<file path="src/rtl/bl_access_seq_pkg.sv">
// Shared types and helpers for the bitline access sequencer.
package bl_access_seq_pkg;

  typedef enum logic [2:0] {
    IDLE,
    PRE,
    ACC,
    SENSE,
    RECOV
  } bl_state_e;

  localparam logic RD = 1'b1;
  localparam logic WR = 1'b0;

  function automatic int max3(input int a, input int b, input int c);
    int m;
    m = (a > b) ? a : b;
    return (m > c) ? m : c;
  endfunction

  // A mux ratio of 1 still carries a 1-bit select so the port never collapses.
  function automatic int sel_width(input int mux);
    return (mux > 1) ? $clog2(mux) : 1;
  endfunction

endpackage

</file>
<file path="src/rtl/bl_access_seq_if.sv">
// Request/response bundle between the SRAM controller and the bitline sequencer.
interface bl_access_seq_if #(
  parameter int WORD = 4,
  parameter int SELW = 2
) ();

  logic            req_valid;
  logic            req_ready;
  logic            req_rd_wr;
  logic [SELW-1:0] req_sel;
  logic [WORD-1:0] req_wdata;
  logic [WORD-1:0] rdata;
  logic            rd_err;
  logic            done;

  modport master (
    output req_valid, req_rd_wr, req_sel, req_wdata,
    input  req_ready, rdata, rd_err, done
  );

  modport slave (
    input  req_valid, req_rd_wr, req_sel, req_wdata,
    output req_ready, rdata, rd_err, done
  );

endinterface

</file>
<file path="src/rtl/bl_access_seq_phase_timer.sv">
// Loadable down-counter that times each sequencer phase and flags zero.
module bl_access_seq_phase_timer #(
  parameter int W = 2
) (
  input  logic         clk,
  input  logic         rst_n,
  input  logic         load_i,
  input  logic [W-1:0] load_val_i,
  output logic         zero_o
);

  logic [W-1:0] cnt_q, cnt_d;

  // Load wins; otherwise count down and rest at zero.
  always_comb begin
    cnt_d = cnt_q;
    if (load_i) begin
      cnt_d = load_val_i;
    end else if (cnt_q != '0) begin
      cnt_d = cnt_q - W'(1);
    end
  end

  // Counter register.
  always_ff @(posedge clk) begin
    if (!rst_n) begin
      cnt_q <= '0;
    end else begin
      cnt_q <= cnt_d;
    end
  end

  assign zero_o = (cnt_q == '0);

endmodule

</file>
<file path="src/rtl/bl_access_seq.sv">
// Bitline access sequencer: one read/write per handshake, column mux select,
// precharge / wordline / write-drive / sense-enable phase timing.
module bl_access_seq
  import bl_access_seq_pkg::*;
#(
  parameter int COLS    = 16,
  parameter int MUX     = 4,
  parameter int PRE_CYC = 2,
  parameter int ACC_CYC = 2,
  parameter int SE_CYC  = 1
) (
  input  logic                     clk,
  input  logic                     rst_n,
  bl_access_seq_if.slave           bus,
  input  logic [COLS-1:0]          bl_rd,
  input  logic [COLS-1:0]          blb_rd,
  output logic [COLS-1:0]          bl_col,
  output logic [COLS-1:0]          blb_col,
  output logic                     pre_en,
  output logic                     wl_en,
  output logic                     sae
);

  localparam int WORD = COLS / MUX;
  localparam int SELW = sel_width(MUX);
  localparam int MAXC = max3(PRE_CYC, ACC_CYC, SE_CYC);
  localparam int TW   = $clog2(MAXC) + 1;

  bl_state_e state_q, state_d;

  logic            rd_wr_q;
  logic [SELW-1:0] sel_q;
  logic [WORD-1:0] wdata_q;
  logic [SELW-1:0] sel_eff;

  logic            tmr_load;
  logic [TW-1:0]   tmr_val;
  logic            tmr_zero;

  logic            pre_en_q, pre_en_d;
  logic            wl_en_q, wl_en_d;
  logic            sae_q, sae_d;
  logic            done_q, done_d;
  logic [COLS-1:0] bl_col_q, bl_col_d;
  logic [COLS-1:0] blb_col_q, blb_col_d;
  logic [WORD-1:0] rdata_q, rdata_d;
  logic            rd_err_q, rd_err_d;

  logic [COLS-1:0] wr_bl, wr_blb;
  logic [WORD-1:0] rd_bit, rd_bad;

  logic accept;

  assign accept  = bus.req_valid && (state_q == IDLE);
  assign sel_eff = (MUX > 1) ? sel_q : '0;

  bl_access_seq_phase_timer #(.W(TW)) u_timer (
    .clk        (clk),
    .rst_n      (rst_n),
    .load_i     (tmr_load),
    .load_val_i (tmr_val),
    .zero_o     (tmr_zero)
  );

  // Per data bit: write drive onto the selected column, gather of the sensed pair.
  for (genvar i = 0; i < WORD; i++) begin : g_word
    logic bit_v, bad_v;

    for (genvar j = 0; j < MUX; j++) begin : g_col
      assign wr_bl[i*MUX+j]  = (sel_eff == SELW'(j)) ?  wdata_q[i] : 1'b1;
      assign wr_blb[i*MUX+j] = (sel_eff == SELW'(j)) ? ~wdata_q[i] : 1'b1;
    end

    // Pick the selected pair of this group and flag it if it never split.
    always_comb begin
      bit_v = 1'b0;
      bad_v = 1'b0;
      for (int j = 0; j < MUX; j++) begin
        if (sel_eff == SELW'(j)) begin
          bit_v = bl_rd[i*MUX+j];
          bad_v = (bl_rd[i*MUX+j] == blb_rd[i*MUX+j]);
        end
      end
    end

    assign rd_bit[i] = bit_v;
    assign rd_bad[i] = bad_v;
  end

  // Phase sequencing: each phase loads its length minus one and exits on zero.
  always_comb begin
    state_d  = state_q;
    tmr_load = 1'b0;
    tmr_val  = '0;
    case (state_q)
      IDLE: begin
        if (accept) begin
          state_d  = PRE;
          tmr_load = 1'b1;
          tmr_val  = TW'(PRE_CYC - 1);
        end
      end
      PRE: begin
        if (tmr_zero) begin
          state_d  = ACC;
          tmr_load = 1'b1;
          tmr_val  = TW'(ACC_CYC - 1);
        end
      end
      ACC: begin
        if (tmr_zero) begin
          if (rd_wr_q == RD) begin
            state_d  = SENSE;
            tmr_load = 1'b1;
            tmr_val  = TW'(SE_CYC - 1);
          end else begin
            state_d = RECOV;
          end
        end
      end
      SENSE: begin
        if (tmr_zero) begin
          state_d = RECOV;
        end
      end
      RECOV: begin
        state_d = IDLE;
      end
      default: begin
        state_d = IDLE;
      end
    endcase
  end

  // Outputs are decoded from the next state so they line up with the state register.
  always_comb begin
    pre_en_d  = 1'b1;
    wl_en_d   = 1'b0;
    sae_d     = 1'b0;
    done_d    = 1'b0;
    bl_col_d  = '1;
    blb_col_d = '1;
    rdata_d   = rdata_q;
    rd_err_d  = rd_err_q;
    case (state_d)
      ACC: begin
        pre_en_d = 1'b0;
        wl_en_d  = 1'b1;
        if (rd_wr_q == WR) begin
          bl_col_d  = wr_bl;
          blb_col_d = wr_blb;
        end
      end
      SENSE: begin
        pre_en_d = 1'b0;
        sae_d    = 1'b1;
      end
      RECOV: begin
        done_d = 1'b1;
      end
      default: begin
      end
    endcase
    if (state_q == SENSE && tmr_zero) begin
      rdata_d  = rd_bit;
      rd_err_d = |rd_bad;
    end
  end

  // Request fields are captured only on the accepting handshake.
  always_ff @(posedge clk) begin
    if (!rst_n) begin
      rd_wr_q <= WR;
      sel_q   <= '0;
      wdata_q <= '0;
    end else if (accept) begin
      rd_wr_q <= bus.req_rd_wr;
      sel_q   <= bus.req_sel;
      wdata_q <= bus.req_wdata;
    end
  end

  // State and registered outputs; reset aborts any operation in flight.
  always_ff @(posedge clk) begin
    if (!rst_n) begin
      state_q   <= IDLE;
      pre_en_q  <= 1'b1;
      wl_en_q   <= 1'b0;
      sae_q     <= 1'b0;
      done_q    <= 1'b0;
      bl_col_q  <= '1;
      blb_col_q <= '1;
      rdata_q   <= '0;
      rd_err_q  <= 1'b0;
    end else begin
      state_q   <= state_d;
      pre_en_q  <= pre_en_d;
      wl_en_q   <= wl_en_d;
      sae_q     <= sae_d;
      done_q    <= done_d;
      bl_col_q  <= bl_col_d;
      blb_col_q <= blb_col_d;
      rdata_q   <= rdata_d;
      rd_err_q  <= rd_err_d;
    end
  end

  assign bus.req_ready = (state_q == IDLE);
  assign bus.rdata     = rdata_q;
  assign bus.rd_err    = rd_err_q;
  assign bus.done      = done_q;
  assign bl_col        = bl_col_q;
  assign blb_col       = blb_col_q;
  assign pre_en        = pre_en_q;
  assign wl_en         = wl_en_q;
  assign sae           = sae_q;

  a_wl_sae_excl: assert property (@(posedge clk) !(wl_en_q && sae_q));
  a_wl_pre_excl: assert property (@(posedge clk) !(wl_en_q && pre_en_q));

endmodule
</file>
<file path="src/flat_wrapper.sv">
// flat-port wrapper written by rule: the top's interface ports become plain ports
module bl_access_seq_flat import bl_access_seq_pkg::*;
#(
  parameter int COLS    = 16,
  parameter int MUX     = 4,
  parameter int PRE_CYC = 2,
  parameter int ACC_CYC = 2,
  parameter int SE_CYC  = 1
)
  (clk, rst_n, bl_rd, blb_rd, bl_col, blb_col, pre_en, wl_en, sae, bus_req_valid, bus_req_rd_wr, bus_req_sel, bus_req_wdata, bus_req_ready, bus_rdata, bus_rd_err, bus_done);
  bl_access_seq_if bus_i ();
  input  logic clk;
  input  logic rst_n;
  input  logic [COLS-1:0] bl_rd;
  input  logic [COLS-1:0] blb_rd;
  output logic [COLS-1:0] bl_col;
  output logic [COLS-1:0] blb_col;
  output logic pre_en;
  output logic wl_en;
  output logic sae;
  input wire logic [$bits(bus_i.req_valid)-1:0] bus_req_valid;
  input wire logic [$bits(bus_i.req_rd_wr)-1:0] bus_req_rd_wr;
  input wire logic [$bits(bus_i.req_sel)-1:0] bus_req_sel;
  input wire logic [$bits(bus_i.req_wdata)-1:0] bus_req_wdata;
  output wire logic [$bits(bus_i.req_ready)-1:0] bus_req_ready;
  output wire logic [$bits(bus_i.rdata)-1:0] bus_rdata;
  output wire logic [$bits(bus_i.rd_err)-1:0] bus_rd_err;
  output wire logic [$bits(bus_i.done)-1:0] bus_done;
  assign bus_i.req_valid = bus_req_valid;
  assign bus_i.req_rd_wr = bus_req_rd_wr;
  assign bus_i.req_sel = bus_req_sel;
  assign bus_i.req_wdata = bus_req_wdata;
  assign bus_req_ready = bus_i.req_ready;
  assign bus_rdata = bus_i.rdata;
  assign bus_rd_err = bus_i.rd_err;
  assign bus_done = bus_i.done;
  bl_access_seq #(.COLS(COLS), .MUX(MUX), .PRE_CYC(PRE_CYC), .ACC_CYC(ACC_CYC), .SE_CYC(SE_CYC)) u_core (.clk(clk), .rst_n(rst_n), .bus(bus_i), .bl_rd(bl_rd), .blb_rd(blb_rd), .bl_col(bl_col), .blb_col(blb_col), .pre_en(pre_en), .wl_en(wl_en), .sae(sae));
endmodule
</file>
<file path="config.mk">
export PLATFORM = sky130hd
export DESIGN_NAME = bl_access_seq_flat
export DESIGN_NICKNAME = d
export VERILOG_FILES = /design/src/rtl/bl_access_seq_pkg.sv /design/src/rtl/bl_access_seq_if.sv /design/src/rtl/bl_access_seq_phase_timer.sv /design/src/rtl/bl_access_seq.sv /design/src/flat_wrapper.sv
export SDC_FILE = /design/constraint.sdc
export NUM_CORES = 1
export LEC_CHECK = 0
export ABC_AREA = 1
export CAP_MARGIN = 20
export CORE_UTILIZATION = 43
export CTS_CLUSTER_DIAMETER = 40
export DETAILED_ROUTE_END_ITERATION = 16
export HOLD_SLACK_MARGIN = 0.05
export PLACE_DENSITY = 0.89
export SLEW_MARGIN = 10
export SYNTH_ARGS = -nofsm -noshare
export SYNTH_HDL_FRONTEND = slang
export SYNTH_SLANG_ARGS = --single-unit
</file>
<file path="constraint.sdc">
create_clock -name clk -period 1.6 [get_ports clk]
set_input_delay 0.24 -clock clk [delete_from_list [all_inputs] [get_ports clk]]
set_output_delay 0.24 -clock clk [all_outputs]
set_load 0.005 [all_outputs]
</file>
==> metrics.yaml <==
cts_tree: "built"
dieArea_um2: 5250
final_common_cell: "sky130_fd_sc_hd__clkdlybuf4s50_1"
die_x_um: 72.5
power.sequential.fraction_pct: 46.1
core-area_um2: 4750
grt_pass1_wl_mm: 8.64
worstReg2RegEnd: "u_core.blb_col[2]$_SDFF_PP1_"
number_of_antenna_violations_at_the_first_check_in_global_routing: 0
route.antenna.remaining_nets: 0
outcome: "finished clean"
max_slew_headroom_pct: 67.5
wl_mm: 5.95
fin_cells: 426
critical_path_peak_fanout: 8
wl_per_cell_um: 14.0
timing_hold_violations_final: 0
post_synth_and_or_nand_nor_area_fraction_pct: 30.0
synthesized_area_per_cell_um2: 7.91
dpl.hpwl_mm: 4.19
grt-ovfl-total: 0
setup.reg_to_reg.worst_slack_ns: 0.03
place_inst: 415
min-delay-path-class: "flop to flop"
critical-path-slowest-cell: "sky130_fd_sc_hd__dfxtp_1"
worstSkewPairLatency_ns: 0.30
criticalPathCategory: "flop to flop"
syn-num-nets: 313
wp_depth: 7
yosys.area_share.adder_pct: 0.586
worst_ep_arrival_time_ns: 1.75
cts-hold-fix-buffers: 0
setup.worst_path.start_class: "flop"
post_layout_min_period_ns: 1.57
syn_inst: 270
largest_net_degree_at_the_start_of_global_routing: 33
cell_internal_pwr_mw: 2.23
ff2ff_path_depth: 7
drt_first_iter_violations: 205
combinational_family_with_the_most_area_after_synthesis: "simple AND/OR/NAND/NOR gates"
ordered_cell_list_for_the_critical_path: "inv_2 -> ha_4 -> nand4_2 -> nand4_2 -> nor2_4 -> clkbuf_16 -> nand4_1"
final_nets: 402
dr_total_vias: 2163
synthMuxAreaShare_pct: 0
start_util_pct: 44.9
critPathBufInv: 2
critical_path.reg2reg.startpoint: "u_core.u_timer.cnt_q[0]$_SDFFE_PN0P_"
crit_path_end_kind: "flop"
cts_max_level: 2
synth_seq_area_share_pct: 49.7
route.detailed.drc: 0
vias_per_cell: 5.08
ys_seq_elements: 53
design.portCount: 84
groute.usage.overall_pct: 21.2
path_delay_family: "simple AND/OR/NAND/NOR gates"
clk_pin_slew_worst_paths_ns: 0.09
synthDistinctLibCells: 26
hold_start: "u_core.wdata_q[3]$_SDFFE_PN0P_"
finalCritPeriodShare_pct: 98.3
port_buffers: 83
tritoncts.num_buffers: 5
maxCapViolations: 0
layout.cells.most_common_list: "82 x sky130_fd_sc_hd__clkdlybuf4s50_1, 55 x sky130_fd_sc_hd__nand2_1, 52 x sky130_fd_sc_hd__dfxtp_1"
combinational_share_of_power_pct: 26.3
cellPowerDensity_nw_per_um2: 966
ir_drop_mv: 0.524
drt_pre_antenna_iters: 4
slew_violations: 0
fin_worst_skew_ns: 0.00323
mappedNetlistArea_um2: 2130
worst_setup_path_startpoint: "u_core.u_timer.cnt_q[0]$_SDFFE_PN0P_"
clockRootBuffer: "sky130_fd_sc_hd__clkbuf_8"
synth_area_in_compound_gates_pct: 7.56
clock_sink_count: 53
gp_congestion: 0.824
yosys_warns: 0
synthXorXnorAreaFrac_pct: 2.05
layout-area-overhead-vs-synth_pct: 52.1
fin_setup_tns_ns: 0
first_global_vias: 1942
worstSetupEndpoint: "u_core.blb_col[2]$_SDFF_PP1_"
fp-row-count: 25
die-height_um: 72.5
achievable-frequency_ghz: 0.636
timing.critical_path.slowest_cell_delay_ns: 0.36
required_ns: 1.78
final_standard_cell_utilization_of_the_core_pct: 68.3
leak_nw: 1.36
count_of_final_setup_violators: 0
power.switching_mw: 0.904
total_power_mw: 3.14
power.switching_fraction_pct: 28.8
antenna-diode-count: 0
critical_path.most_common_cell: "sky130_fd_sc_hd__nand4_2"
clock_power_share_pct: 27.6
tightest_slew_ns: 0.486
final_layout_size_suffix_gt1_share_pct: 9.75
cts.path.max_buffers: 2
-- registers in the layout (all words and copies together), names as in the netlist --
| register | count |
|---|---|
| u_core.sae | 1 |
| u_core.wdata_q | 4 |
| u_core.blb_col | 16 |
| u_core.rd_wr_q | 1 |
| u_core.wl_en | 1 |
| u_core.bus.rd_err | 1 |
| u_core.pre_en | 1 |
| u_core.bus.rdata | 4 |
| u_core.bl_col | 16 |
| u_core.bus.done | 1 |
| u_core.state_q | 3 |
| u_core.sel_eff | 2 |
| u_core.u_timer.cnt_q | 2 |
-- per-stage QoR --
stage               setup WS [ns]  hold WS [ns]  cell area [um^2]
floorplan                   0.138         0.378              2130
global placement            0.107         0.439              3060
detailed placement         0.0311         0.448              3060
CTS                        0.0138         0.467              3170
global route              -0.0221         0.491              3250
finish                     0.0279         0.472              3250
-- Yosys cell counts, drive strengths merged --
cell	number	area share, %
xnor2	4	1.6
nor3	1	0.23
ha	1	0.59
buf	7	2.6
nor2	23	4.9
a31oi	1	0.29
clkbuf	6	1.1
nand3b	1	0.35
xor2	1	0.41
nor3b	2	0.70
nand3	12	3.0
a21oi	17	4.0
dfxtp	53	50
o21ai	14	3.3
and3	1	0.29
inv	36	6.3
nand2	55	9.7
nand4	35	11
-- layout make-up --
type	count	area [um^2]
Clock buffer	5	68.8
Clock inverter	2	35.0
Fill cell	386	1510
Inverter	36	135
Multi-Input combinational cell	168	878
Sequential cell	53	1060
Tap cell	67	83.8
Timing Repair Buffer	95	983
-- cell families (layout without fill, tap and decap cells) --
logic type / Yosys count / after routing
buffers and inverters: 49 / 138
XOR/XNOR: 5 / 5
flip-flops: 53 / 53
adder cells (fa/ha/maj): 1 / 1
AND/OR/NAND/NOR: 130 / 130
AO/OA/AOI/OAI: 32 / 32
-- power groups by stage --
stage,clock network [mW],logic [mW],registers (mW)
after floorplan,0,0.422,1.46
after global placement,0,0.696,1.47
after detailed placement,0,0.718,1.47
after CTS,0.862,0.720,1.44
after global routing,0.926,0.901,1.45
final,0.866,0.825,1.45
-- routing by layer --
| metal | vias to the layer above | wire [um] | track usage (%) |
|---|---|---|---|
| met2 | 91 | 3060 | 37.7 |
| met1 | 981 | 2360 | 24.0 |
| li1 | 1075 | - | - |
| met4 | 0 | 140 | 7.84 |
| met3 | 16 | 385 | 6.25 |
| met5 | - | 0 | 0 |
-- worst min path at each step --
stage	end	cells past startpoint
finish	u_core.blb_col[13]$_SDFF_PP1_	1
global route	u_core.blb_col[14]$_SDFF_PP1_	1
CTS	u_core.blb_col[7]$_SDFF_PP1_	1
detailed placement	u_core.blb_col[15]$_SDFF_PP1_	1
global placement	u_core.blb_col[15]$_SDFF_PP1_	1
floorplan	u_core.bus.rdata[3]$_SDFFE_PN0P_	2
-- what timing repair did --
action | in CTS | in global routing
gates cloned | 0 | 3
pin swaps | 1 | 4
resized for setup | 3 | 5
endpoints found under the setup margin | 1 | 32
buffers inserted | 0 | 1
Note: power is estimated with default switching activity, not from simulation.
